`src/rtl/kyber_client_pkg.sv`:
```
`default_nettype none
// +------------------------------------------------------------------------+
// | Package  : kyber_client_pkg                                            |
// | Purpose  : Shared source indices, coefficient width, arbiter state     |
// |            type and the 3-way round-robin pick function used by the    |
// |            NTT source arbiter and the hash ififo scheduler.            |
// | Revision : 1.0 - initial release                                       |
// +------------------------------------------------------------------------+
package kyber_client_pkg;

  localparam int SRC_FIFO0 = 0;  // sampler FIFO0, uniform/matrix coefficients
  localparam int SRC_FIFO1 = 1;  // sampler FIFO1, CBD noise coefficients
  localparam int SRC_DEC   = 2;  // decode FIFO, unpacked pk/ct coefficients
  localparam int COEF_W    = 25;

  typedef enum logic [0:0] {
    IDLE  = 1'b0,
    BURST = 1'b1
  } arb_state_t;

  // Returns the first requesting index at or after ptr, wrapping 2 -> 0.
  // With ptr = 0 this degenerates to fixed priority (lowest index wins).
  // Returns 0 when nothing requests; callers qualify with |req.
  function automatic logic [1:0] rr_pick(input logic [2:0] req, input logic [1:0] ptr);
    logic [1:0] pick;
    logic [1:0] idx;
    pick = 2'd0;
    // Scan farthest-first so the nearest requester is the last to overwrite.
    for (int k = 2; k >= 0; k--) begin
      idx = 2'((int'(ptr) + k) % 3);
      if (req[idx]) pick = idx;
    end
    return pick;
  endfunction

endpackage
`default_nettype wire

```
`src/rtl/ntt_src_rr_pick.sv`:
```
`default_nettype none
// +------------------------------------------------------------------------+
// | Module   : ntt_src_rr_pick                                             |
// | Purpose  : Combinational 3-way round-robin / fixed-priority picker.    |
// | Ports    : req   - per-source request vector                           |
// |            ptr   - round-robin start index (0..2)                      |
// |            rr_en - 1 = round-robin from ptr, 0 = fixed priority        |
// |            grant - winning source index                                |
// |            any   - at least one source requests                        |
// | Revision : 1.0 - initial release                                       |
// +------------------------------------------------------------------------+
module ntt_src_rr_pick
  import kyber_client_pkg::*;
(
  input  logic [2:0] req,
  input  logic [1:0] ptr,
  input  logic       rr_en,
  output logic [1:0] grant,
  output logic       any
);

  assign grant = rr_pick(req, rr_en ? ptr : 2'd0);
  assign any   = |req;

endmodule
`default_nettype wire

```
`src/rtl/ntt_src_arbiter.sv`:
```
`default_nettype none
// +------------------------------------------------------------------------+
// | Module   : ntt_src_arbiter                                             |
// | Purpose  : Grants one of three coefficient FIFOs per polynomial burst, |
// |            issues read strobes and forwards a single registered        |
// |            valid/data/last/source stream to the NTT core.              |
// | Ports    : src_en/src_empty/src_rd - per-source enable, empty, read    |
// |            src0/1/2_dout           - FIFO head data (24/25/24 bit)     |
// |            flush                   - abandon burst, back to IDLE       |
// |            dst_ready               - core accepts a word issued now    |
// |            dst_valid/data/src/last - registered output stream          |
// |            busy                    - arbiter not IDLE                  |
// | Option   : NTT_ARB_STALL_CNT_EN adds cnt_clr, stall_cnt and bp_cnt.    |
// | Revision : 1.0 - initial release                                       |
// +------------------------------------------------------------------------+
module ntt_src_arbiter
  import kyber_client_pkg::*;
#(
  parameter int BURST_LEN     = 256,
  parameter int CNT_W         = 8,
  parameter bit RR_EN_DEFAULT = 1'b1
) (
  input  logic              clk,
  input  logic              rst,
  input  logic [2:0]        src_en,
  input  logic [2:0]        src_empty,
  output logic [2:0]        src_rd,
  input  logic [23:0]       src0_dout,
  input  logic [24:0]       src1_dout,
  input  logic [23:0]       src2_dout,
  input  logic              flush,
  input  logic              dst_ready,
  output logic              dst_valid,
  output logic [COEF_W-1:0] dst_data,
  output logic [1:0]        dst_src,
  output logic              dst_last,
  output logic              busy
`ifdef NTT_ARB_STALL_CNT_EN
  ,
  input  logic              cnt_clr,
  output logic [15:0]       stall_cnt,
  output logic [15:0]       bp_cnt
`endif
);

  localparam logic [CNT_W-1:0] LAST_IDX = CNT_W'(BURST_LEN - 1);

  arb_state_t        r_state;
  logic [1:0]        r_grant;
  logic [1:0]        r_rr_ptr;
  logic [CNT_W-1:0]  r_cnt;
  logic              r_rr_en;

  logic [2:0]        w_req;
  logic [1:0]        w_pick;
  logic              w_any;
  logic              w_empty_g;
  logic [COEF_W-1:0] w_dout;
  logic              w_rd;
  logic              w_last;

  assign w_req = src_en & ~src_empty;

  ntt_src_rr_pick u_pick (
    .req   (w_req),
    .ptr   (r_rr_ptr),
    .rr_en (r_rr_en),
    .grant (w_pick),
    .any   (w_any)
  );

  // Route the granted source's empty flag and head data.
  always_comb begin
    w_empty_g = 1'b1;
    w_dout    = '0;
    case (r_grant)
      2'(SRC_FIFO0): begin w_empty_g = src_empty[SRC_FIFO0]; w_dout = COEF_W'(src0_dout); end
      2'(SRC_FIFO1): begin w_empty_g = src_empty[SRC_FIFO1]; w_dout = COEF_W'(src1_dout); end
      2'(SRC_DEC):   begin w_empty_g = src_empty[SRC_DEC];   w_dout = COEF_W'(src2_dout); end
      default: ;
    endcase
  end

  // Reads happen only in BURST; rst gating keeps the FIFOs untouched
  // while the arbiter is being reset mid-burst.
  assign w_rd   = ~rst & ~flush & (r_state == BURST) & dst_ready & ~w_empty_g;
  assign w_last = (r_cnt == LAST_IDX);
  assign src_rd = w_rd ? (3'b001 << r_grant) : 3'b000;
  assign busy   = (r_state == BURST);

  always_ff @(posedge clk) begin
    if (rst) begin
      r_state   <= IDLE;
      r_grant   <= 2'd0;
      r_rr_ptr  <= 2'd0;
      r_cnt     <= '0;
      r_rr_en   <= RR_EN_DEFAULT;
      dst_valid <= 1'b0;
      dst_data  <= '0;
      dst_src   <= 2'd0;
      dst_last  <= 1'b0;
    end else begin
      // Output stage: one register behind the read strobe. Data and
      // source tag only load on a read so the bus stays quiet between words.
      dst_valid <= w_rd;
      dst_last  <= w_rd & w_last;
      if (w_rd) begin
        dst_data <= w_dout;
        dst_src  <= r_grant;
      end

      if (flush) begin
        r_state <= IDLE;
        r_cnt   <= '0;
      end else begin
        case (r_state)
          IDLE: begin
            if (w_any) begin
              r_grant <= w_pick;
              r_cnt   <= '0;
              r_state <= BURST;
            end
          end
          BURST: begin
            if (w_rd) begin
              r_cnt <= r_cnt + 1'b1;
              if (w_last) begin
                r_state  <= IDLE;
                r_cnt    <= '0;
                r_rr_ptr <= (r_grant == 2'd2) ? 2'd0 : r_grant + 2'd1;
              end
            end
          end
          default: r_state <= IDLE;
        endcase
      end
    end
  end

`ifdef NTT_ARB_STALL_CNT_EN
  // Saturating diagnostics: source starvation vs. core backpressure.
  always_ff @(posedge clk) begin
    if (rst || cnt_clr) begin
      stall_cnt <= 16'd0;
      bp_cnt    <= 16'd0;
    end else if (r_state == BURST) begin
      if (dst_ready && w_empty_g && (stall_cnt != 16'hFFFF)) stall_cnt <= stall_cnt + 16'd1;
      if (!dst_ready && (bp_cnt != 16'hFFFF))                bp_cnt    <= bp_cnt + 16'd1;
    end
  end
`endif

endmodule
`default_nettype wire

```
`config.mk`:
```
export PLATFORM = sky130hd
export DESIGN_NAME = ntt_src_arbiter
export DESIGN_NICKNAME = d
export VERILOG_FILES = /design/src/rtl/kyber_client_pkg.sv /design/src/rtl/ntt_src_rr_pick.sv /design/src/rtl/ntt_src_arbiter.sv
export SDC_FILE = /design/constraint.sdc
export NUM_CORES = 1
export LEC_CHECK = 0
export CORE_MARGIN = 2
export CORE_UTILIZATION = 65
export CTS_BUF_LIST = sky130_fd_sc_hd__clkbuf_8
export DETAILED_ROUTE_END_ITERATION = 16
export DONT_BUFFER_PORTS = 1
export PLACE_DENSITY = 0.87
export REMOVE_ABC_BUFFERS = 1
export SLEW_MARGIN = 0
export SYNTH_ARGS = -nofsm -noshare
export SYNTH_HDL_FRONTEND = slang
export SYNTH_SLANG_ARGS = --single-unit
```
`constraint.sdc`:
```
create_clock -name clk -period 2.1 [get_ports clk]
set_input_delay 0.315 -clock clk [delete_from_list [all_inputs] [get_ports clk]]
set_output_delay 0.315 -clock clk [all_outputs]
set_load 0.01 [all_outputs]
```
==> results by group <==
Route
  • Total Wirelength: 5.47 mm
  • Routed Antenna Nets: 0
  • Wire per inst: 16.8 um
  • Via/cell ratio: 6.14
  • DRC viols: 0
  • Router iterations before antenna repair: 5
  • Iteration-0 DRC Markers: 72
  • Vias: 2001

Global route
  • Total Routing Usage GR: 27.9%
  • GRT overflow: 0
  • Vias in the first global route: 1927
  • Met1 GRT Util: 33.0%
  • First-pass GRT wire length: 8.90 mm
  • GR Util met2: 48.9%
  • Initial antenna violation count: 0
  • M3 GR Usage: 9.29%
  • Largest net degree at the start of global routing: 35
  • GR peak layer: met2

Synthesis
  • Fraction of registers with async set/reset: 0%
  • Post-synth EDFFs: 0
  • Yosys cell types: 41
  • Synth area leaders: dfxtp_1, mux2i_1, nor2_1
  • Yosys top cell by area: dfxtp_1
  • Top FF cell, synth: dfxtp_1
  • Post-Synthesis Cells: 279
  • Synth cell count leaders: nor2_1, dfxtp_1, mux2i_1
  • Sequential-to-total area share from yosys stat: 36.8%
  • Synth Register Bits: 42
  • Syn. warnings: 0
  • Synth Cell Area: 0.00229 mm2
  • Cell with the most instances after synthesis: nor2_1
  • Syn Area/Cell: 8.19 um2
  • Post-synth top area share: 36.8%

STA
  • RSZ-0062 raised after global routing: false
  • Fmax: 0.529 GHz
  • Final hold slack: 102 ps
  • Final Hold Fails: 0
  • Final Cycle Share: 90.0%
  • Final min period: 1890 ps
  • Setup Skew: 7.59 ps
  • Worst-margin pin slew: 369 ps
  • Slew headroom: 75.4%
  • Final Setup Violations: 0
  • Final-report max-slew violation count: 0

Clock tree
  • Clock Root Buffer: clkbuf_8
  • Num CTS Buffers: 5
  • Clk pin slew, worst setup/hold paths: 80 ps
  • H-tree depth: 2
  • Total clock sinks: 42
  • Clk buf depth: 2
  • CTS tree: built
  • Clock Latency Late Sink: 290 ps

Floorplan
  • Full die area: 0.00401 mm2
  • Ports: 116
  • Row count: 21
  • Die extent in y: 63.3 um
  • Initial core utilization: 68.0%
  • Core Region: 0.00336 mm2
  • Chip Width: 63.3 um

Final layout
  • # diodes: 0
  • P&R area growth vs syn: 6.08%
  • Filler cells: 287
  • Share of layout cells above drive strength 1: 8.93%
  • Final nets: 366

Job
  • Max-cap violations: 0

Critical path
  • Critical Path Start Type: flip-flop
  • Kind of critical path: flip-flop to output pin
  • Reg2reg path depth: 6
  • Nature of the critical path endpoint: output pin
  • Arr. time, crit path: 1570 ps
  • Worst Path Max Fanout: 14
  • Worst Path Required: 1780 ps
  • R2R Setup Slk: 390 ps

Pwr
  • VDD IR max: 0.569 mV
  • Leakage power: 0.879 nW
  • Power Total: 1.55 mW
  • Power Density: 638 mW/mm2

Worst hold path
  • Hold Path Class: input port to flip-flop
  • WHS Path Cells: 1

Placed design
  • GPL Wtd Cong: 0.908
  • Port Buffer Count: 0
  • Dpl hpwl: 4.08 mm

Status
  • Status: complete, no violations
-- per-layer routing --
layer / share of wire, % / wire [um]
met2: 50 / 2760
met5: 0 / 0
met4: 1.2 / 68
met3: 8.9 / 486
met1: 39 / 2160
-- stage by stage --
stage	instances	setup slack (ps)	util [%]	cell area [um2]	setup TNS, ps
final	326	210	72.1	2420	0
after global placement	316	400	68.4	2300	0
after detailed placement	316	373	68.4	2300	0
after global routing	326	66.8	72.1	2420	0
after CTS	324	68.2	71.6	2410	0
after floorplan	260	-806	-	2170	-18040
-- cells in the final DEF, fill, tap and decap left out, types with 11 or more instances in the layout --
cell      count
a211oi_1     13
a21oi_1      22
buf_4        12
dfxtp_1      41
mux2i_1      26
nand2_1      13
nand3b_1     11
nor2_1       45
nor3_1       14
o21ai_0      18
-- report_power, final --
group / internal (mW) / switching [mW] / total [mW]
Combinational: 0.0576 / 0.0708 / 0.128
Sequential: 0.804 / 0.0103 / 0.814
Clock: 0.346 / 0.258 / 0.604
-- path summary, 6_finish.rpt --
path                                  start     endpoint
worst max-delay path             r_grant[0]    src_rd[2]
worst min-delay path                    rst  dst_data[0]
worst max register to register         busy     r_cnt[7]
worst min register to register  r_rr_ptr[0]  r_rr_ptr[0]
-- state kept, by name (all words and copies together), names as in the netlist --
| signal | count |
|---|---|
| busy | 1 |
| dst_data | 25 |
| dst_last | 1 |
| dst_src | 2 |
| dst_valid | 1 |
| r_cnt | 8 |
| r_grant | 2 |
| r_rr_ptr | 2 |
-- worst max-delay path, stage by stage (launching register included) --
cell and delay, ps:
dfxtp_1 390, nor2b_4 170, a32o_1 240, nand2_4 150, inv_4 150, nand2_1 80, inv_1 110
-- kinds of logic (layout without fill, tap and decap cells) --
kind of cell	count (synthesis)	in the layout	share of synthesized area (%)
AOI/OAI and AO/OA	68	68	17.7
adders and majority gates	4	4	2.19
buffers and inverters	27	28	6.51
DFF	42	42	36.8
muxes	26	26	11.4
and+or+nand+nor	112	112	25.4
-- layout make-up --
class,instances,area (um2),area share [%]
inverters,8,32.5,1.34
multi-input cells,210,1300,53.5
flip-flops and latches,42,842,34.7
clock inverters,3,37.5,1.55
repair buffers,12,90.1,3.72
clock buffers,5,68.8,2.84
well taps,46,57.6,2.37
-- what timing repair did --
item,CTS,global route
resized for setup,0,1
hold buffers,0,0
buffers inserted,0,2
setup endpoints to repair,0,2
(Power assumes the default switching activity.)
